`config.mk`:
```
export PLATFORM = sky130hd
export DESIGN_NAME = sample_mul_rr_sched
export DESIGN_NICKNAME = d
export VERILOG_FILES = /design/src/rtl/sample_mul_pkg.sv /design/src/rtl/sample_mul_tagged_pipe.sv /design/src/rtl/sample_mul_rr_sched.sv
export SDC_FILE = /design/constraint.sdc
export NUM_CORES = 1
export LEC_CHECK = 0
export BUFFER_PORTS_ARGS = -buffer_cell sky130_fd_sc_hd__buf_2
export CAP_MARGIN = 20
export CORE_MARGIN = 4
export CORE_UTILIZATION = 58
export CTS_CLUSTER_DIAMETER = 100
export DETAILED_ROUTE_END_ITERATION = 10
export HOLD_SLACK_MARGIN = 0.06
export PLACE_DENSITY = 0.87
export RECOVER_POWER = 50
export REMOVE_ABC_BUFFERS = 1
export SYNTH_ARGS = -nofsm -noshare
export SYNTH_HDL_FRONTEND = slang
export SYNTH_SLANG_ARGS = --single-unit
```
`constraint.sdc`:
```
create_clock -name clk -period 7.3 [get_ports clk]
set_clock_uncertainty 0.15 [all_clocks]
set_input_delay 0.73 -clock clk [delete_from_list [all_inputs] [get_ports clk]]
set_output_delay 0.73 -clock clk [all_outputs]
set_load 0.02 [all_outputs]
```
`src/rtl/sample_mul_pkg.sv`:
```
// Shared widths and helpers for the round-robin scheduled 6x11 multiplier.
package sample_mul_pkg;

    localparam int A_W     = 6;
    localparam int B_W     = 11;
    localparam int P_W     = 11;
    localparam int MUL_LAT = 2;

    function automatic int clog2(input int n);
        int r;
        r = 0;
        while ((1 << r) < n) begin
            r = r + 1;
        end
        return r;
    endfunction

endpackage

```
`src/rtl/sample_mul_tagged_pipe.sv`:
```
// Two-stage (a,b)->p multiplier pipe with a clock enable and a valid/id tag shadow
// that travels alongside the data with identical depth.
module sample_mul_tagged_pipe
    import sample_mul_pkg::*;
#(
    parameter int ID_W = 2
) (
    input  logic                  clk,
    input  logic                  rst_n,
    input  logic                  ce_i,
    input  logic                  in_valid_i,
    input  logic [ID_W-1:0]       in_id_i,
    input  logic [A_W-1:0]        a_i,
    input  logic signed [B_W-1:0] b_i,
    output logic                  out_valid_o,
    output logic [ID_W-1:0]       out_id_o,
    output logic [P_W-1:0]        p_o,
    output logic                  busy_o
);

    logic [MUL_LAT-1:0]           tv_q;
    logic [MUL_LAT-1:0][ID_W-1:0] tid_q;
    logic [A_W-1:0]               a1_q;
    logic signed [B_W-1:0]        b1_q;
    logic [P_W-1:0]               p2_q;
    logic signed [A_W+B_W:0]      prod_full;
    logic [P_W-1:0]               p2_d;

    // a is unsigned: a zero MSB keeps it non-negative in the signed multiply.
    assign prod_full = $signed({1'b0, a1_q}) * b1_q;
    assign p2_d      = prod_full[P_W-1:0];

    // NOTE: the operand and product registers are reset as well, so res_p reads 0
    // after reset instead of leaking a stale product.
    always_ff @(posedge clk or negedge rst_n) begin
        if (!rst_n) begin
            tv_q  <= '0;
            tid_q <= '0;
            a1_q  <= '0;
            b1_q  <= '0;
            p2_q  <= '0;
        end else if (ce_i) begin
            tv_q <= {tv_q[MUL_LAT-2:0], in_valid_i};
            for (int s = 1; s < MUL_LAT; s++) begin
                tid_q[s] <= tid_q[s-1];
            end
            if (in_valid_i) begin
                tid_q[0] <= in_id_i;
                a1_q     <= a_i;
                b1_q     <= b_i;
            end
            p2_q <= p2_d;
        end
    end

    assign out_valid_o = tv_q[MUL_LAT-1];
    assign out_id_o    = tid_q[MUL_LAT-1];
    assign p_o         = p2_q;
    assign busy_o      = |tv_q;

endmodule

```
`src/rtl/sample_mul_rr_sched.sv`:
```
// Round-robin scheduler sharing one pipelined 6x11 multiplier among N_REQ requesters;
// results return on one channel tagged with the requester index.
module sample_mul_rr_sched
    import sample_mul_pkg::*;
#(
    parameter  int N_REQ = 4,
    localparam int ID_W  = (N_REQ > 1) ? clog2(N_REQ) : 1
) (
    input  logic                   clk,
    input  logic                   reset_n,
    input  logic [N_REQ-1:0]       req_valid,
    output logic [N_REQ-1:0]       req_ready,
    input  logic [N_REQ*A_W-1:0]   req_a,
    input  logic [N_REQ*B_W-1:0]   req_b,
    output logic                   res_valid,
    input  logic                   res_ready,
    output logic [ID_W-1:0]        res_id,
    output logic [P_W-1:0]         res_p,
    output logic                   busy
);

    localparam int SUM_W = ID_W + 1;

    logic                 ce;
    logic                 issue;
    logic                 gnt_any;
    logic [ID_W-1:0]      gnt_id;
    logic [ID_W-1:0]      ptr_q;
    logic [ID_W-1:0]      ptr_d;
    logic [2*N_REQ-1:0]   rot_full;
    logic [N_REQ-1:0]     rot;
    logic [SUM_W-1:0]     sum;

    assign ce = ~res_valid | res_ready;

    // Rotate the requests so index 0 is the pointer, pick the lowest set bit,
    // then map the offset back to a requester index modulo N_REQ.
    assign rot_full = {req_valid, req_valid} >> ptr_q;
    assign rot      = rot_full[N_REQ-1:0];

    // NOTE: every signal written here gets a default first so no latch is inferred.
    always_comb begin
        gnt_any = 1'b0;
        gnt_id  = '0;
        sum     = '0;
        for (int k = N_REQ - 1; k >= 0; k--) begin
            if (rot[k]) begin
                gnt_any = 1'b1;
                sum     = {1'b0, ptr_q} + SUM_W'(k);
            end
        end
        if (sum >= SUM_W'(N_REQ)) begin
            sum = sum - SUM_W'(N_REQ);
        end
        gnt_id = sum[ID_W-1:0];
    end

    assign issue     = ce & gnt_any;
    assign req_ready = (issue && reset_n) ? (N_REQ'(1) << gnt_id) : '0;

    always_comb begin
        ptr_d = ptr_q;
        if (issue) begin
            ptr_d = (gnt_id == ID_W'(N_REQ - 1)) ? '0 : gnt_id + ID_W'(1);
        end
    end

    always_ff @(posedge clk or negedge reset_n) begin
        if (!reset_n) begin
            ptr_q <= '0;
        end else begin
            ptr_q <= ptr_d;
        end
    end

    sample_mul_tagged_pipe #(
        .ID_W (ID_W)
    ) u_pipe (
        .clk         (clk),
        .rst_n       (reset_n),
        .ce_i        (ce),
        .in_valid_i  (issue),
        .in_id_i     (gnt_id),
        .a_i         (req_a[gnt_id*A_W +: A_W]),
        .b_i         (req_b[gnt_id*B_W +: B_W]),
        .out_valid_o (res_valid),
        .out_id_o    (res_id),
        .p_o         (res_p),
        .busy_o      (busy)
    );

endmodule

```
Word-level counts from Yosys, hierarchy flattened
Index checks and enable logic that the tools add are counted.
- add/sub/neg operators: 5
- multipliers: 3
- order comparisons: 1
- eq/ne operators: 1
- shift-type cells: 4
- mux-type cells: 11
- bitwise logic cells: 3
- reductions and logical operators: 3
- operators with widths (kind ; count):
    variable part select 44 x 7 -> 11 bit ; 1
    variable part select 24 x 6 -> 6 bit ; 1
    2-to-1 mux 3 bit ; 4
    multiplier 7 x 11 -> 11 bit ; 1
    >> shifter 8 x 2 -> 4 bit ; 1
    adder 2 x 2 -> 3 bit, second input constant ; 2
    multiplier 2 x 4 -> 6 bit, second input constant ; 1
    multiplier 2 x 2 -> 4 bit, second input constant ; 1
    2-to-1 mux 1 bit ; 4
    2-to-1 mux 2 bit ; 2
    2-to-1 mux 4 bit ; 1
    left shift 1 x 2 -> 4 bit, first input constant ; 1
    adder 2 x 1 -> 3 bit, second input constant ; 1
    greater-or-equal comparator 3 bit, second input constant ; 1
    adder 2 x 1 -> 2 bit, second input constant ; 1
    == test 2 bit, second input constant ; 1
    AND reduction 2 bit ; 1
    OR reduction 2 bit ; 1
    subtractor 2 x 1 -> 2 bit, second input constant ; 1
    AND 1 bit ; 1
    logical AND 1 bit ; 1
    inverter 1 bit ; 1
    bitwise OR 1 bit ; 1
- register bits: 36
- input bits: 75
- logic and storage cells: 38

Depth between registers and ports, before layout
- word-level depth: 9
- gate-level depth with buffers: 16
- mapped depth without buffers: 15

By module
From an unflattened synthesis, not the netlist that was laid out.
- cells, all modules: 326
- area, all modules: 3439.5 um2
- modules (own cells, without submodules) (module ; times used ; cells each ; area an instance (um2) ; seq. area each (um2)):
    sample_mul_tagged_pipe ; 1 ; 239 ; 2651.3 ; 850.8
    sample_mul_rr_sched ; 1 ; 87 ; 788.3 ; 50.0

Worst setup path before layout
OpenSTA, ideal clock, no wires.
- kind: reg2reg
- from: register u_pipe.a1_q[2]
- to: register u_pipe.p2_q[10], in the netlist u_pipe.p_o[10]
- setup time: 132 ps
- arrival: 3794 ps
- required time: 7018 ps
- path slack: 3225 ps
- cell stages (with the launch flop): 15
- path buffers: 1
- period minus slack after synthesis: 4075 ps
- cell sequence: dfrtp_1 > clkbuf_1 > and2_1 > fa_1 > fa_1 > fa_1 > inv_1 > fa_1 > inv_1 > ha_1 > o2111ai_1 > nand3_1 > o41ai_1 > xnor2_1 > o21ai_1
- word-level cells in the longest chain between the ends: 1
- ends and longest elaborated chain (item ; line ; text):
    from (decl) ; sample_mul_tagged_pipe.sv:23 ; logic [A_W-1:0] a1_q;
    from (signal assigned) ; sample_mul_tagged_pipe.sv:49 ; a1_q <= a_i;
    multiplier 7 x 11 -> 11 bit ; sample_mul_tagged_pipe.sv:30 ; assign prod_full = $signed({1'b0, a1_q}) * b1_q;
    to (signal assigned) ; sample_mul_tagged_pipe.sv:52 ; p2_q <= p2_d;
    to (decl) ; sample_mul_tagged_pipe.sv:25 ; logic [P_W-1:0] p2_q;
No other way between the ends.
A chain may end at the register's enable or synchronous reset.

Final worst setup path
Ends and elaborated chain as after synthesis.

==> flow_summary.yaml <==
drt:
  drc: 0
  wl_per_cell_um: 15.3
  vias_per_cell: 5.41
  ant_nets: 0
  drtPass1Iterations: 4
  vias: 2783
  wirelength_um: 7890
  drt_iter0_markers: 134
global_route:
  grtUsageMet1_pct: 28.1
  overflow: 0
  grt_busiest_layer: "met2"
  grtUsageMet2_pct: 38.9
  use_met3_pct: 4.61
  grt_max_degree: 41
  grt_pass1_wl_um: 13000
  antenna_found_initial: 0
  grt_use_total_pct: 22.5
  grt_pass1_vias: 2830
logic_synthesis:
  synth_cells: 357
  ys_ff_latch: 36
  synth.distinct_cells: 43
  synth_area_per_cell_um2: 9.52
  synth-edff-count: 0
  ys_seq_area_share_pct: 26.5
  ys.flop_type: "dfrtp_1"
  yosysWarnings: 0
  synthArstFlopShare_pct: 100
  syn_area_mm2: 0.00340
timing:
  clock.fmax_mhz: 230
  fin_crit_ns: 4.35
  hold_violations: 0
  finalCritPeriodShare_pct: 59.6
  fin_tns_setup_ns: 0
  worst_slack_ns: 2.95
  rsz0062_at_grt: "no"
  tightest_slew_ns: 2.02
  setup_violations: 0
  final_max_slew_viol_count: 41
  slew-limit-headroom_pct: -34.7
power:
  leakagePower_nw: 2.18
  power_density_mw_per_mm2: 504
  ir_drop_mv: 0.357
cells_and_area:
  layout.nets: 564
  finish.instance_area_mm2: 0.00394
  insertedDiodeCount: 0
  fillers: 424
  syn_to_final_growth_pct: 15.8
  layout-drive-gt1-share_pct: 23.8
worst_setup_path:
  cp-end-kind: "register"
  startpoint_type: "register"
  critPathArrivalTime_ns: 4.39
  crit_required_ns: 7.34
  critPathKind: "reg2reg"
  cp_max_fo: 10
job:
  cap_violations: 1
outcome:
  violations: "max-capacitance violations, max-slew violations"
  status: "complete, but fails checks"
placement:
  post_dp_cell_area_mm2: 0.00385
  gp_congestion: 0.937
  place_hpwl_um: 6050
  place_ws_ns: 2.96
  io_buffers: 93
cts:
  cts-buffers-inserted: 5
  cts_buffer_depth: 2
  cts_tree: "done"
  root_buffer: "clkbuf_8"
  cts_resized: 0
  post_cts_buffers: 0
  clk_pin_slew_worst_paths_ns: 0.08
  ctsHtreeMaxLevel: 2
  cts.sinks: 36
  clock_latency_ns: 0.31
  cts_hold_buf: 0
floorplan:
  die_w_um: 84.6
  fp-row-count: 27
  io_pins: 94
  die-area_mm2: 0.00715
  start_util_pct: 60.6
  die_height_um: 84.6
  core_area_mm2: 0.00561
worst_hold_path:
  min_path_type: "reg2reg"
[worst max-delay path, stage by stage (launching register included)]
cell and delay (ns):
dfrtp_1 0.49, and2_1 0.21, fa_1 0.54, inv_1 0.07, fa_1 0.46, fa_1 0.54
inv_1 0.05, fa_1 0.47, ha_1 0.37, o2111ai_1 0.14, nand3_1 0.14, o41ai_1 0.37
xnor2_1 0.17, o21ai_1 0.07
[flip-flops by register name, indices dropped and copies added (netlist names)]
register         flops
u_pipe.out_id_o      2
u_pipe.tid_q         2
u_pipe.tv_q          2
u_pipe.b1_q         11
ptr_q                2
u_pipe.p_o          11
u_pipe.a1_q          6
[through the flow]
| step | std cells | power [W] | util [%] | hold WS [ns] |
|---|---|---|---|---|
| finish | 514 | 0.00198 | 70.2 | 0.319 |
| detailed placement | 506 | 0.00181 | 68.6 | 0.301 |
| global route | 514 | 0.00219 | 70.2 | 0.354 |
| CTS | 514 | 0.00199 | 70.3 | 0.319 |
| global placement | 506 | 0.00172 | 68.6 | 0.294 |
| floorplan | 339 | 0.00147 | - | 0.284 |
[cell usage in the layout, fill, tap and decap left out, drive strengths merged, types with 3 or more instances in the layout]
cell    count
a21o       18
nor3b       3
clkbuf     12
nor2       13
a21oi      11
nand2b      5
buf        89
nand2      42
ha         25
mux2i      36
xnor2       7
nand3       3
dfrtp      36
and3        4
inv        34
fa         23
o22ai      18
xor2        7
o21ai       5
and2       34
[worst paths after layout]
check / startpoint / end / slack (ns) / cells past startpoint
min reg2reg: u_pipe.out_id_o[0] / u_pipe.out_id_o[0] / 0.32 / 2
max: u_pipe.a1_q[2] / u_pipe.p_o[10] / 2.95 / 13
min in group asynchronous: reset_n / u_pipe.p_o[9] / 0.84 / 1
min: u_pipe.out_id_o[0] / u_pipe.out_id_o[0] / 0.32 / 2
max reg2reg: u_pipe.a1_q[2] / u_pipe.p_o[10] / 2.95 / 13
max in group asynchronous: reset_n / u_pipe.b1_q[9] / 5.00 / 1
[per-layer routing]
metal / up-vias / wire, um / share of wire (%)
met5: - / 0 / 0
met3: 13 / 486 / 6.2
met1: 1316 / 3240 / 41
met2: 97 / 4010 / 51
li1: 1357 / - / -
met4: 0 / 148 / 1.9
[layout make-up]
type	count	area [um^2]	area share, %
Multi-Input combinational cell	269	2250	57.1
Sequential cell	36	901	22.9
Timing Repair Buffer	95	473	12.0
Inverter	34	129	3.27
Tap cell	72	90.1	2.29
Clock buffer	6	82.6	2.10
Clock inverter	2	13.8	0.350
[cells in the mapped netlist (2+ instances only)]
cell type | number | area [um^2]
nand2_1 | 40 | 150
dfrtp_1 | 36 | 901
mux2i_1 | 36 | 360
and2_1 | 34 | 213
inv_1 | 33 | 124
ha_1 | 25 | 313
fa_1 | 23 | 460
a21o_1 | 18 | 135
o22ai_1 | 18 | 113
nor2_1 | 12 | 45.0
a21oi_1 | 11 | 55.1
clkbuf_1 | 7 | 26.3
xnor2_1 | 7 | 61.3
xor2_1 | 7 | 61.3
nand2b_1 | 5 | 31.3
and3_1 | 4 | 25.0
o21ai_0 | 4 | 20.0
buf_4 | 3 | 22.5
nand3_1 | 3 | 15.0
nor3b_1 | 3 | 22.5
buf_2 | 2 | 10.0
buf_6 | 2 | 22.5
buf_8 | 2 | 30.0
nor2b_1 | 2 | 12.5
or2_2 | 2 | 12.5
[power by group]
group	switching, W	internal [W]	total [W]
sequential	0.000100	0.000286	0.000386
combinational	0.000790	0.000645	0.00144
clock	0.0000841	0.0000773	0.000161
total	0.000975	0.00101	0.00198
[logic make-up after synthesis]
kind of cell | Yosys count | synth area share, %
AND/OR/NAND/NOR | 111 | 16.9
adder cells (fa/ha/maj) | 48 | 22.7
XOR/XNOR | 15 | 4.27
multiplexers | 36 | 10.6
flip-flops | 36 | 26.5
AO/OA/AOI/OAI | 59 | 11.3
buffers and inverters | 52 | 7.77
Note: power is estimated with default switching activity, not from simulation.
